**src/rtl/fir_mac_sequencer.sv**
```systemverilog
// Time-multiplexed FIR: one signed MAC steps over N taps per ce; y_valid N+3 cycles after an accepted ce.
// A ce that arrives while busy is dropped and latches overrun; coefficients are ping-pong banked.
module fir_mac_sequencer #(
  parameter int N      = 39,
  parameter int DATA_W = 16,
  parameter int COEF_W = 16,
  parameter int ACC_W  = 40,
  parameter int FRAC   = 15
) (
  input  logic                     clk,
  input  logic                     reset_n,
  input  logic                     ce,
  input  logic signed [DATA_W-1:0] x_in,
  output logic signed [DATA_W-1:0] y_out,
  output logic                     y_valid,
  output logic                     busy,
  output logic                     overrun,
  input  logic                     coef_we,
  input  logic [5:0]               coef_addr,
  input  logic signed [COEF_W-1:0] coef_wdata,
  input  logic                     coef_swap,
  output logic                     swap_done
);

  localparam int PTR_W  = $clog2(N);
  localparam int PROD_W = DATA_W + COEF_W;
  localparam logic [PTR_W-1:0] TAP_LAST = PTR_W'(N - 1);
  localparam logic [6:0]       N_ADDR   = 7'(N);
  localparam logic signed [ACC_W-1:0] RND   = ACC_W'(1) <<< (FRAC - 1);
  localparam logic signed [ACC_W-1:0] Y_MAX = (ACC_W'(1) <<< (DATA_W - 1)) - ACC_W'(1);
  localparam logic signed [ACC_W-1:0] Y_MIN = -(ACC_W'(1) <<< (DATA_W - 1));

  typedef enum logic [2:0] {S_IDLE, S_MAC, S_DRAIN, S_ROUND, S_OUT} state_t;
  state_t state, state_nxt;

  logic signed [DATA_W-1:0] delay [N];
  logic signed [COEF_W-1:0] bank0 [N];
  logic signed [COEF_W-1:0] bank1 [N];
  logic                     bank_sel;
  logic                     swap_pend;
  logic [PTR_W-1:0]         wr_ptr, rd_ptr, tap;
  logic signed [PROD_W-1:0] prod;
  logic signed [ACC_W-1:0]  acc;

  logic                     exchange, wr_to_bank1, coef_wr_ok;
  logic [PTR_W-1:0]         coef_waddr;
  logic signed [COEF_W-1:0] coef_act;
  logic signed [ACC_W-1:0]  acc_rnd, acc_shr;
  logic signed [DATA_W-1:0] y_sat;

  // Banks may only exchange between samples so no sample mixes two coefficient sets.
  assign exchange    = swap_pend && (((state == S_IDLE) && !ce) || (state == S_OUT));
  assign wr_to_bank1 = exchange ? bank_sel : !bank_sel;
  assign coef_wr_ok  = coef_we && ({1'b0, coef_addr} < N_ADDR);
  assign coef_waddr  = coef_addr[PTR_W-1:0];
  assign coef_act    = bank_sel ? bank1[tap] : bank0[tap];
  assign busy        = (state != S_IDLE);
  assign swap_done   = exchange;

  always_comb begin
    state_nxt = state;
    case (state)
      S_IDLE:  if (ce) state_nxt = S_MAC;
      S_MAC:   if (tap == TAP_LAST) state_nxt = S_DRAIN;
      S_DRAIN: state_nxt = S_ROUND;
      S_ROUND: state_nxt = S_OUT;
      S_OUT:   state_nxt = S_IDLE;
      default: state_nxt = S_IDLE;
    endcase
  end

  always_comb begin
    acc_rnd = acc + RND;
    acc_shr = acc_rnd >>> FRAC;
    if (acc_shr > Y_MAX)      y_sat = Y_MAX[DATA_W-1:0];
    else if (acc_shr < Y_MIN) y_sat = Y_MIN[DATA_W-1:0];
    else                      y_sat = acc_shr[DATA_W-1:0];
  end

  always_ff @(posedge clk or negedge reset_n) begin
    if (!reset_n) begin
      state     <= S_IDLE;
      y_out     <= '0;
      y_valid   <= 1'b0;
      overrun   <= 1'b0;
      bank_sel  <= 1'b0;
      swap_pend <= 1'b0;
      wr_ptr    <= '0;
      rd_ptr    <= '0;
      tap       <= '0;
      prod      <= '0;
      acc       <= '0;
      for (int i = 0; i < N; i++) begin
        delay[i] <= '0;
        bank0[i] <= '0;
        bank1[i] <= '0;
      end
    end else begin
      state   <= state_nxt;
      y_valid <= (state == S_ROUND);
      if (ce && (state != S_IDLE)) overrun <= 1'b1;

      case (state)
        S_IDLE: if (ce) begin
          delay[wr_ptr] <= x_in;
          rd_ptr        <= wr_ptr;
          tap           <= '0;
          acc           <= '0;
          prod          <= '0;
        end
        // Product is pipelined one cycle ahead of the accumulate.
        S_MAC: begin
          prod   <= PROD_W'(coef_act) * PROD_W'(delay[rd_ptr]);
          acc    <= acc + ACC_W'(prod);
          tap    <= tap + 1'b1;
          rd_ptr <= (rd_ptr == '0) ? TAP_LAST : rd_ptr - 1'b1;
        end
        S_DRAIN: acc   <= acc + ACC_W'(prod);
        S_ROUND: y_out <= y_sat;
        S_OUT:   wr_ptr <= (wr_ptr == TAP_LAST) ? '0 : wr_ptr + 1'b1;
        default: ;
      endcase

      if (exchange) begin
        bank_sel  <= !bank_sel;
        swap_pend <= 1'b0;
      end else if (coef_swap) begin
        swap_pend <= 1'b1;
      end

      if (coef_wr_ok) begin
        if (wr_to_bank1) bank1[coef_waddr] <= coef_wdata;
        else             bank0[coef_waddr] <= coef_wdata;
      end
    end
  end

endmodule

```
**config.mk**
```make
export PLATFORM = sky130hd
export DESIGN_NAME = fir_mac_sequencer
export DESIGN_NICKNAME = d
export VERILOG_FILES = /design/src/rtl/fir_mac_sequencer.sv
export SDC_FILE = /design/constraint.sdc
export NUM_CORES = 2
export LEC_CHECK = 0
export ABC_CLOCK_PERIOD_IN_PS = 11100
export CAP_MARGIN = 15
export CELL_PAD_IN_SITES_DETAIL_PLACEMENT = 1
export CELL_PAD_IN_SITES_GLOBAL_PLACEMENT = 2
export CORE_UTILIZATION = 47
export CTS_CLUSTER_SIZE = 10
export DETAILED_ROUTE_END_ITERATION = 12
export PLACE_DENSITY = 0.8
export SYNTH_ARGS = -nofsm -noshare
export SYNTH_HDL_FRONTEND = slang
export SYNTH_SLANG_ARGS = --single-unit
```
**constraint.sdc**
```tcl
create_clock -name clk -period 11.1 [get_ports clk]
set_clock_uncertainty 0.05 [all_clocks]
set_input_delay 1.665 -clock clk [delete_from_list [all_inputs] [get_ports clk]]
set_output_delay 1.665 -clock clk [all_outputs]
set_load 0.02 [all_outputs]
```
## Word level (Yosys, flattened, before mapping)

Index checks and enable logic that the tools add are counted.

- Register bits after elaboration: 1985
- Input port bits: 43
- Word-level logic and storage cells: 213
- Output and inout port bits: 20

- Order comparisons: 9
- Muxes and demuxes: 35
- Bitwise logic cells: 5
- Reduce and logical (&&, ||, !) cells: 22
- Multiply operators: 1
- Equality and inequality tests: 8
- Add/subtract/negate cells: 5

Operator list:

| kind | count |
|---|---|
| $bwmux 624 | 3 |
| $bmux 16 s6 | 3 |
| $demux 16 s6 | 2 |
| $mux 16 | 11 |
| $pmux 40 s2 | 1 |
| $pmux 32 s2 | 1 |
| $add 40x16->40 const B | 1 |
| $add 40x32->40 | 1 |
| $mux 40 | 1 |
| $mul 16x16->32 | 1 |
| $mux 32 | 1 |
| $ge 7x7->1 const B | 4 |
| $not 6->7 | 4 |
| $gt 25x16->1 const B | 1 |
| $lt 25x16->1 const B | 1 |
| $mux 6 | 4 |
| $pmux 6 s2 | 2 |
| $lt 7x1->1 const B | 2 |
| $add 6x1->6 const B | 2 |
| $eq 6x6->1 const B | 2 |
| $pmux 3 s4 | 1 |
| $reduce_and 2->1 | 6 |
| $eq 3x2->1 const B | 2 |
| $logic_and 1x1->1 | 6 |
| 15 further kinds | 22 |

## Depth between registers and ports, before layout

- Depth in word-level cells: 7
- Mapped depth: 36

## Worst setup path after synthesis

No wires, ideal clock.

- Kind: register -> register
- Start: register rd_ptr[0]
- End: register prod[31]
- Setup slack: 3.275 ns
- Buffers on the path: 5
- Arrival: 7.641 ns
- Data required time: 10.916 ns
- Stages on the path, launching flop included: 30
- Library setup time: 0.134 ns
- Path through: dfrtp_1 buf_4 buf_6 buf_6 buf_2 mux4_2 mux4_2 a21oi_2 buf_2 nor2_1 fa_1 inv_1 fa_1 fa_1 inv_1 fa_1 fa_1 inv_1 fa_1 inv_1 ha_1 a21oi_1 a32o_1 a31oi_1 nand3_1 a211oi_1 o311ai_0 nand2b_1 xnor2_1 o21ai_0

- Longest elaborated chain between the ends: 6

RTL lines:

| item | RTL line | text |
|---|---|---|
| start, declared | 41 | `logic [PTR_W-1:0] wr_ptr, rd_ptr, tap;` |
| start signal, assigned | 106 | `rd_ptr <= wr_ptr;` |
| start signal, assigned | 116 | `rd_ptr <= (rd_ptr == '0) ? TAP_LAST : rd_ptr - 1'b1;` |
| $not 6->7 (not written as such) | 113 | `prod <= PROD_W'(coef_act) * PROD_W'(delay[rd_ptr]);` |
| $bmux 16 s6 | 113 |  |
| $mux 16 (not written as such) (2 in series) | 113 |  |
| $mul 16x16->32 | 113 |  |
| $pmux 32 s2 | 103 | `case (state)` |
| end signal, assigned | 113 |  |
| end, declared | 42 | `logic signed [PROD_W-1:0] prod;` |

Every way passes these cells. The select of a mux whose other input is x is not followed.
A chain may end at the register's enable or synchronous reset.

## Worst setup path after layout

- Start: register tap[0]
- End: register prod[31]

- Longest elaborated chain between the ends: 7

RTL lines:

| item | RTL line | text |
|---|---|---|
| start, declared | 41 |  |
| start signal, assigned | 115 | `tap <= tap + 1'b1;` |
| $not 6->7 (not written as such) * | 56 | `assign coef_act = bank_sel ? bank1[tap] : bank0[tap];` |
| $bmux 16 s6 | 56 |  |
| $mux 16 (not written as such) (2 in series) | 56 |  |
| $mux 16 * | 56 |  |
| $mul 16x16->32 * | 113 |  |
| $pmux 32 s2 * | 103 |  |

Every way passes the cells marked *; elsewhere a longest branch is shown, timed or not. The select of a mux whose other input is x is not followed.

==> impl_metrics.yaml <==
final_layout:
  seq_area_um2: 49700
  n_fill_cell: 20610
  fin_area_um2: 112200
  drive_gt1_share_pct: 41.53
  fin_cells: 10060
  post-route-util_pct: 52.05
  finalNetCount: 7569
  area_growth_pct: 9.545
  multi_input_area_um2: 48910
setup_path:
  path_buf_inv: 5
  critical_path_class: "reg2reg"
  end_kind: "flip-flop"
  cp.required_ns: 11.74
  arrival_ns: 10.72
  worstSetupStartpointType: "flip-flop"
  crit_top_cell: "fa_1"
  cp_max_fo: 37
  cp_slowest_cell: "dfrtp_4"
  cpLargestDelayFamily: "adder cells"
  max_stage_delay_ns: 1.12
floorplanning:
  die_height_um: 468.7
  start_util_pct: 47.52
  die_width_um: 468.7
  core_area_um2: 215500
  io_pins: 63
  rows: 170
  dieArea_um2: 219700
sta:
  setup_tns_ns: 0
  max_freq_ghz: 0.09927
  rsz0062_at_grt: "no"
  worst_pin_slew_ns: 1.186
  slew_headroom_pct: 20.71
  setup_slack_ns: 1.027
  period_minus_slack_ns: 10.07
  slew_viol_final: 0
  final-setup-viol-count: 0
  hold_viol: 0
  fin_crit_sh_pct: 90.75
  holdWs_ns: 0.4149
placement:
  place_inst: 9746
  dp_hpwl_mm: 171.3
  gp_congestion: 0.8003
  place_ws_ns: 0.9013
  io_buffers: 62
  postPlaceCellArea_um2: 105700
power_and_ir_drop:
  ir_worst_vdd_uv: 206.7
  combPwrFrac_pct: 41.7
  pwr-share-clk_pct: 26.1
  p_leak_nw: 53.28
  pwr-share-seq_pct: 32.2
  power.total_mw: 25.67
  switching_share_pct: 38.39
  power.internal_mw: 15.82
  netSwitchingPower_mw: 9.855
  p_per_area_nw_per_um2: 228.9
synth:
  syn_area_per_cell_um2: 14.19
  synth_top_cell_area_share_pct: 48.51
  synth_edf_count: 0
  synthTopCellsByCount: "dfrtp_1, mux2_2, mux4_2"
  synth_largest_area_cell: "dfrtp_1"
  synth_cell_types: 83
  yosys_warnings: 0
  async_reset_ff_share_pct: 100.0
  synth_most_common_cell: "dfrtp_1"
  synthCells: 7215
  synth_flop_cell: "dfrtp_1"
  synth_area_leaders: "dfrtp_1, mux2_2, mux4_2"
  ys_seq_area_share_pct: 48.51
  syn_nets: 7649
  synth_area_um2: 102400
  ys_ff_latch: 1985
drt:
  antenna_left: 0
  totalWireLength_mm: 275.5
  dr.pass1.iters: 5
  wl_per_cell_um: 27.39
  routed_via_density: 6.003
  drt-initial-drc-count: 3926
  drc: 0
  route.vias.total: 60390
global_routing:
  gr-usage-all-layers_pct: 25.86
  grt_pass1_wl_mm: 431.8
  grt_pass1_vias: 67630
  grt.overflow.total: 0
  antenna_found_initial: 7
  grt_start_max_net_pins: 166
clock_tree:
  hold_buffers: 0
  clock_latency_ns: 0.87
  cts_setup_buffers: 0
  htree_num_levels: 4
  cts_buffer_depth: 3
  cts_num_sinks: 1985
  cts-root-buf: "clkbuf_16"
  cts_buffers: 224
  cts.repair.resized: 0
  path_clk_slew_ns: 0.06
  cts_tree: "yes"
flow_run:
  maxCapViolations: 0
status:
  outcome: "finished, final reports clean"
worst_hold_path:
  hold_class: "reg2reg"
[registers in the layout, summed over array words and instances, names as in the netlist]
name	count
y_valid	1
rd_ptr	6
bank1	624
bank0	624
state	3
bank_sel	1
y_out	16
overrun	1
wr_ptr	6
prod	32
delay	624
swap_pend	1
tap	6
acc	40
[final cells by class]
| cell class | instances | share of cell area (%) |
|---|---|---|
| multi-input combinational | 4338 | 43.60 |
| clock inverter | 18 | 0.3313 |
| timing repair buffer | 263 | 2.113 |
| clock buffer | 285 | 5.372 |
| tap | 2838 | 3.166 |
| antenna | 9 | 0.02008 |
| sequential | 1985 | 44.31 |
| inverter | 323 | 1.081 |
[cells by family after synthesis]
family | share of synthesized area [%]
AND/OR/NAND/NOR | 4.133
AO/OA/AOI/OAI | 3.209
flip-flops | 48.51
multiplexers | 32.87
XOR/XNOR | 0.7601
buffers and inverters | 3.811
adder cells (fa/ha/maj) | 6.706
[worst register-to-register path, stage by stage, from the launching register on]
cell and delay [ns]:
dfrtp_4 1.12, buf_4 0.47, mux4_2 0.53, mux4_2 0.56, mux2i_1 0.49, o22ai_1 0.23
o21ai_2 0.75, nor2_1 0.16, fa_1 0.59, inv_1 0.06, fa_1 0.47, fa_1 0.52
inv_1 0.06, fa_1 0.50, fa_1 0.49, inv_1 0.05, fa_1 0.48, inv_1 0.05
ha_1 0.36, a21oi_1 0.11, a32o_1 0.26, a31oi_1 0.33, nand3_1 0.27, a211oi_1 0.49
o311ai_0 0.21, nand2b_1 0.12, xnor2_1 0.12, o21ai_0 0.09
[path summary, 6_finish.rpt]
path	to	cells after the start	slack, ns	start
setup / recovery	prod[31]	27	1.03	tap[0]
hold / removal	overrun	1	0.41	overrun
max in group asynchronous	bank0[74]	3	7.91	reset_n
hold reg to reg	overrun	1	0.41	overrun
min in group asynchronous	bank1[558]	1	0.67	reset_n
setup reg to reg	prod[31]	27	1.03	tap[0]
[cells in the final DEF, fill, tap and decap left out, types with 57 or more instances in the layout]
cell / netlist / layout
ha_1: 128 / 128
nor2b_1: 57 / 57
o21ai_0: 132 / 129
nand2_1: 236 / 236
inv_1: 322 / 322
clkbuf_16: 0 / 225
buf_4: 46 / 178
dfrtp_1: 1985 / 1975
nor2_1: 267 / 232
a21oi_1: 135 / 135
nand2b_1: 108 / 108
mux2i_1: 69 / 69
fa_1: 263 / 263
o211ai_1: 71 / 71
mux2_2: 1873 / 1873
nand3_1: 61 / 61
mux4_2: 527 / 527
[power groups by stage]
stage	Sequential [mW]	Clock [mW]	Combinational, mW
2_1_floorplan	8.01	0	8.02
3_3_place_gp	8.36	0	10.5
3_5_place_dp	8.39	0	10.8
4_1_cts	8.27	6.88	10.9
5_1_grt	8.33	7.14	12.0
6_report	8.26	6.71	10.7
[routing by layer]
metal	routed length (um)	share of wire, %	track usage (%)	up-vias
met5	20	0.0073	0	-
met4	6351	2.3	6.453	2
met3	12520	4.5	3.466	393
met2	131500	48	41.60	1196
met1	125100	45	37.19	33140
li1	-	-	-	25660
Power figures use the tool's default switching activity.
